`src/rtl/ram_ctrl.sv`:
```
// ram_ctrl: request/response front end for a single-port RAM.
//
// The controller takes one read or write request at a time over a
// valid/ready handshake and drives the RAM strobe, address and write data.
// The RAM captures a write on the rising edge that ends WRITE. It updates
// read data on the falling edge in the middle of READ, and the controller
// registers that data on the rising edge that ends READ. Read data comes
// back on a valid/ready response channel. An 8-bit count of completed
// transactions wraps from 255 to 0.
//
// Build option:
//   RAM_CTRL_WACK_EN  When defined, a write also returns a response that
//                     echoes the written data. It then counts as complete
//                     at the response handshake, not at WRITE exit.
//
// Ports:
//   CLK_       in   clock, rising edge active
//   CLR_       in   asynchronous active-low reset
//   req_valid  in   request present
//   req_ready  out  controller idle and able to accept
//   req_write  in   1 = write, 0 = read
//   req_addr   in   [ADDR_W] request address
//   req_data   in   [DATA_W] write data
//   rsp_valid  out  response present
//   rsp_ready  in   consumer accepts response
//   rsp_data   out  [DATA_W] read data (or write echo)
//   mem_rw     out  RAM strobe, 1 = write
//   mem_addr   out  [ADDR_W] RAM address
//   mem_wdata  out  [DATA_W] RAM write data
//   mem_rdata  in   [DATA_W] RAM read data
//   txn_count  out  [8] completed transactions, modulo 256
module ram_ctrl #(
  parameter int ADDR_W = 2,
  parameter int DATA_W = 4
) (
  input  logic              CLK_,
  input  logic              CLR_,
  input  logic              req_valid,
  output logic              req_ready,
  input  logic              req_write,
  input  logic [ADDR_W-1:0] req_addr,
  input  logic [DATA_W-1:0] req_data,
  output logic              rsp_valid,
  input  logic              rsp_ready,
  output logic [DATA_W-1:0] rsp_data,
  output logic              mem_rw,
  output logic [ADDR_W-1:0] mem_addr,
  output logic [DATA_W-1:0] mem_wdata,
  input  logic [DATA_W-1:0] mem_rdata,
  output logic [7:0]        txn_count
);

  typedef enum logic [1:0] {
    IDLE  = 2'd0,
    WRITE = 2'd1,
    READ  = 2'd2,
    RESP  = 2'd3
  } state_t;

  state_t            r_state;
  state_t            w_next;
  logic              w_accept;
  logic              w_done;

  logic              r_mem_rw;
  logic [ADDR_W-1:0] r_mem_addr;
  logic [DATA_W-1:0] r_mem_wdata;
  logic [DATA_W-1:0] r_rsp_data;
  logic [7:0]        r_txn_count;

  // Next state, handshake strobes and completion pulse.
  always_comb begin
    w_next    = r_state;
    req_ready = 1'b0;
    rsp_valid = 1'b0;
    w_accept  = 1'b0;
    w_done    = 1'b0;
    case (r_state)
      IDLE: begin
        req_ready = 1'b1;
        if (req_valid) begin
          w_accept = 1'b1;
          w_next   = req_write ? WRITE : READ;
        end
      end
      WRITE: begin
`ifdef RAM_CTRL_WACK_EN
        w_next = RESP;
`else
        w_next = IDLE;
        w_done = 1'b1;
`endif
      end
      READ: begin
        w_next = RESP;
      end
      RESP: begin
        rsp_valid = 1'b1;
        if (rsp_ready) begin
          w_next = IDLE;
          w_done = 1'b1;
        end
      end
      default: begin
        w_next = IDLE;
      end
    endcase
  end

  always_ff @(posedge CLK_ or negedge CLR_) begin
    if (!CLR_) begin
      r_state <= IDLE;
    end else begin
      r_state <= w_next;
    end
  end

  // The strobe is registered from the next state, so it is high only during
  // WRITE and drops on the same edge where the RAM captures the data.
  always_ff @(posedge CLK_ or negedge CLR_) begin
    if (!CLR_) begin
      r_mem_rw    <= 1'b0;
      r_mem_addr  <= '0;
      r_mem_wdata <= '0;
      r_rsp_data  <= '0;
      r_txn_count <= '0;
    end else begin
      r_mem_rw <= (w_next == WRITE);
      if (w_accept) begin
        r_mem_addr  <= req_addr;
        r_mem_wdata <= req_data;
      end
      if (r_state == READ) begin
        r_rsp_data <= mem_rdata;
      end
`ifdef RAM_CTRL_WACK_EN
      if (r_state == WRITE) begin
        r_rsp_data <= r_mem_wdata;
      end
`endif
      if (w_done) begin
        r_txn_count <= r_txn_count + 8'd1;
      end
    end
  end

  assign mem_rw    = r_mem_rw;
  assign mem_addr  = r_mem_addr;
  assign mem_wdata = r_mem_wdata;
  assign rsp_data  = r_rsp_data;
  assign txn_count = r_txn_count;

endmodule

```
`config.mk`:
```
export PLATFORM = sky130hd
export DESIGN_NAME = ram_ctrl
export DESIGN_NICKNAME = d
export VERILOG_FILES = /design/src/rtl/ram_ctrl.sv
export SDC_FILE = /design/constraint.sdc
export NUM_CORES = 1
export LEC_CHECK = 0
export ABC_AREA = 1
export BUFFER_PORTS_ARGS = -buffer_cell sky130_fd_sc_hd__buf_2
export CAP_MARGIN = 20
export CORE_MARGIN = 1
export CORE_UTILIZATION = 46
export CTS_CLUSTER_DIAMETER = 40
export DETAILED_ROUTE_END_ITERATION = 6
export PLACE_DENSITY = 0.79
export RECOVER_POWER = 25
export SKIP_LAST_GASP = 1
export SLEW_MARGIN = 30
export SYNTH_ARGS = -nofsm -noshare
export SYNTH_HDL_FRONTEND = slang
export SYNTH_SLANG_ARGS = --single-unit
```
`constraint.sdc`:
```
create_clock -name CLK_ -period 1.7 [get_ports CLK_]
set_clock_uncertainty 0.15 [all_clocks]
set_input_delay 0.17 -clock CLK_ [delete_from_list [all_inputs] [get_ports CLK_]]
set_output_delay 0.17 -clock CLK_ [all_outputs]
set_load 0.01 [all_outputs]
```
After elaboration in Yosys (flattened, before gate mapping)
Cells that the tools add are included.
{"block": "totals", "register_bits": 21, "inputBits": 15, "output_inout_bits": 21, "wordCells": 22}
{"block": "classes", "addsub": 1, "n_eq_ne": 4, "n_mux": 10, "reduce_logical": 1}
{"cell": "8-bit by 1-bit adder with 8-bit output (second input constant)", "n": 1}
{"cell": "2-bit case mux with 4 select lines", "n": 1}
{"cell": "2-bit 2-to-1 mux", "n": 3}
{"cell": "1-bit 2-to-1 mux", "n": 5}
{"cell": "2-bit by 1-bit == test with 1-bit output (second input constant)", "n": 2}
{"cell": "2-bit == test (second input constant)", "n": 2}
{"cell": "2-bit zero test", "n": 1}
{"cell": "1-bit case mux with 2 select lines", "n": 1}

Longest topological paths before layout
{"block": "depth", "ltp_word": 4, "ltp_mapped": 8, "mapped_depth_nobuf": 7}

Worst setup path after synthesis
OpenSTA, ideal clock, no wires.
{"block": "synth_path", "kind": "reg2reg", "startpoint": "register r_txn_count[0] (netlist: txn_count[0])", "endpoint": "register r_txn_count[4] (netlist: txn_count[4])", "arrival_ps": 965, "setup_slack_ps": 458, "stages_incl_launch_ff": 6, "period_less_slack_ps": 1242, "cell_sequence": "dfrtp_1 ha_1 inv_1 nor2_1 nand2_1 xnor2_1"}
{"block": "synth_between", "elab_chain_cells": 1}
{"item": "start: declaration", "line_no": "69", "rtl": "logic [7:0] r_txn_count;"}
{"item": "start signal: assignment", "line_no": "142", "rtl": "r_txn_count <= r_txn_count + 8'd1;"}
{"item": "8-bit by 1-bit adder with 8-bit output", "line_no": "142"}
No other way between the ends.
A chain may end at the register's enable or synchronous reset.

Worst setup path after layout
{"block": "layout_path", "startpoint": "register r_state[1]", "endpoint": "output port req_ready"}
{"block": "layout_between", "elab_chain_cells": 2}
{"item": "start: declaration", "line_no": "60", "rtl": "state_t r_state;"}
{"item": "start signal: assignment", "line_no": "114", "rtl": "r_state <= w_next;"}
{"item": "2-bit zero test", "line_no": "78", "rtl": "case (r_state)"}
{"item": "1-bit 2-to-1 mux", "line_no": "78"}
{"item": "end: declaration", "line_no": "39", "rtl": "output logic req_ready,"}
No other way between the ends.

==> impl_metrics.toml <==
[status]
outcome = "finished, final reports clean"

[final_layout]
final_layout_size_suffix_gt1_share_pct = 29.5
final_area_um2 = 1270
final_util_pct = 70.4
fin_cells = 174
area_delta_synth_final_pct = 37.0
final_common_cell = "buf_2"
final_nets = 166
final_cell_mix = "buf_2 (34), nand2_1 (30), dfrtp_1 (21)"
n_antenna_cell = 0

[synthesis]
synth_top_family_by_area = "simple AND/OR/NAND/NOR gates"
synth_fp_nets = 116
synth.area.mux_share_pct = 4.86
synthCells = 100
ys_ff_latch = 21
synthArstFlopShare_pct = 100
synth_fa_ha_area_share_pct = 1.35
synth-xor-area-share_pct = 3.78
seq_area_frac_synth_pct = 56.8
synth_compound_area_share_pct = 1.62
synth.distinct_cells = 19
synth_area_per_cell_um2 = 9.26
synthSimpleGateAreaFrac_pct = 25.4
synth-edff-count = 0
ys.flop_type = "dfrtp_1"
yosysWarnings = 0
syn_area_um2 = 926

[critical_path]
critical_path_class = "flip-flop to output port"
worstPathMaxFanout = 8
r2r_start = "r_state[0]"
worst_path_dominant_cell_family = "flip-flops"
r2r-end = "rsp_data[0]"
critPathRequiredTime_ns = 1.38
start_kind = "flip-flop"
crit_buf_inv = 1
cp_slowest_cell = "dfrtp_1"
cp-end-kind = "output port"
reg2reg_setup_slack_ns = 0.38
cp_data_arrival_time_ns = 1.18
path_cells = "nor2_4, buf_2"
slowest_delay_ns = 0.49
r2r_cells = 3

[clock_network]
cts_max_level = 1
cts_buffers = 3
path_clk_slew_ns = 0.11
cts_tree = "yes"
worst_skew_pair.late_latency_ns = 0.29
cts_setup_buffers = 0
cts_buffer_depth = 2
cts_root_buffer = "clkbuf_4"
clkSinkCount = 21

[power_and_ir_drop]
ir_worst_vdd_uv = 903
powerDensity_nw_per_um2 = 1570
p_int_mw = 1.18
power_mw = 1.99
clkPwrFrac_pct = 11.6
p_comb_share_pct = 42.9
swShare_pct = 40.4
seq_power_share_pct = 45.5
p_switching_uw = 803
p_leak_nw = 0.700

[floorplanning]
dieWidth_um = 46.9
ios = 36
fp.coreArea_um2 = 1800
dieArea_um2 = 2200
core.rowCount = 15
start_util_pct = 51.4
die_height_um = 46.9

[placement]
postPlaceCellArea_um2 = 1120
hpwl_um = 1330
post-place-ws_ns = 0.392
gp_congestion = 0.721
dp_cells = 158
io_buffers = 35

[min_path]
holdPathEnd = "mem_wdata[2]"
hp-start = "req_valid"
hold_path.class = "input pin to flip-flop"
hold_path_depth = 3

[drt]
wirelength_um = 1790
drc = 0
ant_nets = 0
firstDrtPassIters = 3
viasPerCell = 4.68
drt_first_iter_violations = 8
wl_per_cell_um = 10.3
vias = 815

[sta]
period_share_pct = 88.1
maxSlewViolCount = 0
hold_slack_ns = 0.0286
finalCriticalPeriod_ns = 1.50
max_slew_margin_pct = 28.9
worstMarginPinSlew_ns = 1.07
fmax_ghz = 0.668
rsz0062_at_grt = "false"
hold_viol = 0
tns_ns = 0
fin_ws_ns = 0.203
setup_viol = 0

[global_route]
grt_pass1_wl_um = 2760
grt_usage_pct = 18.0
gr-total-overflow = 0
grt_pass1_vias = 736
grt_max_degree = 22
antenna_found_initial = 0

[job]
maxCapViolCount = 0
-- cells in the mapped netlist, types with 2 or more instances --
master   count  area (µm²)
dfrtp_1     21         526
inv_1       11        41.3
inv_2        2        7.51
mux2_1       4        45.0
nand2_1     30         113
nand2_2      3        18.8
nand3_1     10        50.1
nand4_1      2        12.5
nor2_1       3        11.3
o21ai_1      3        15.0
xnor2_1      2        17.5
xor2_1       2        17.5
-- flip-flops by register name (all words and copies together), names as in the netlist --
register	count
mem_addr	2
mem_rw	1
mem_wdata	4
r_state	2
rsp_data	4
txn_count	8
-- worst max path at each step --
stage | startpoint | to | slack (ns) | cells past startpoint
after global routing | CLR_ | r_state[0] | 0.1 | 2
after CTS | r_state[1] | req_ready | 0.19 | 2
after global placement | r_state[0] | rsp_data[2] | 0.44 | 3
after detailed placement | r_state[0] | rsp_data[0] | 0.39 | 3
final | r_state[1] | req_ready | 0.20 | 2
after floorplan | txn_count[0] | txn_count[4] | 0.46 | 5
-- power by group through the flow --
| stage | logic, mW | registers [mW] | clock network [mW] |
|---|---|---|---|
| detailed placement | 0.850 | 0.912 | 0 |
| floorplan | 0.462 | 0.976 | 0 |
| CTS | 0.869 | 0.906 | 0.237 |
| global route | 0.963 | 0.938 | 0.260 |
| global placement | 0.814 | 0.906 | 0 |
| finish | 0.853 | 0.905 | 0.231 |
-- cell families (layout without fill, tap and decap cells) --
group,count (synthesis),in the layout
adder cells (fa/ha/maj),1,1
AO/OA/AOI/OAI,3,3
XOR/XNOR,4,4
AND/OR/NAND/NOR,52,52
multiplexers,4,4
flip-flops,21,21
buffers and inverters,15,64
-- final cells by class --
cell class                 count  area [µm²]
sequential                    21         526
multi-input combinational     64         343
fill                         151         533
timing repair buffer          47         294
clock buffer                   4        26.3
tap                           25        31.3
inverter                      13        48.8
-- worst min-delay path, stage by stage --
cell	delay [ns]
buf_2	0.14
nand3_1	0.09
nand2_1	0.05
-- timing repair --
action / in CTS / in global routing
hold endpoints to repair: 34 / 0
hold buffers: 12 / 0
resized for setup: 0 / 0
-- metal layers --
| metal | GRT usage [%] | routed length [µm] |
|---|---|---|
| met3 | 3.46 | 81 |
| met2 | 35.6 | 962 |
| met4 | 6.86 | 24 |
| met1 | 18.3 | 716 |
| met5 | 0 | 0 |
No activity file was read; power rests on OpenSTA's default activity.
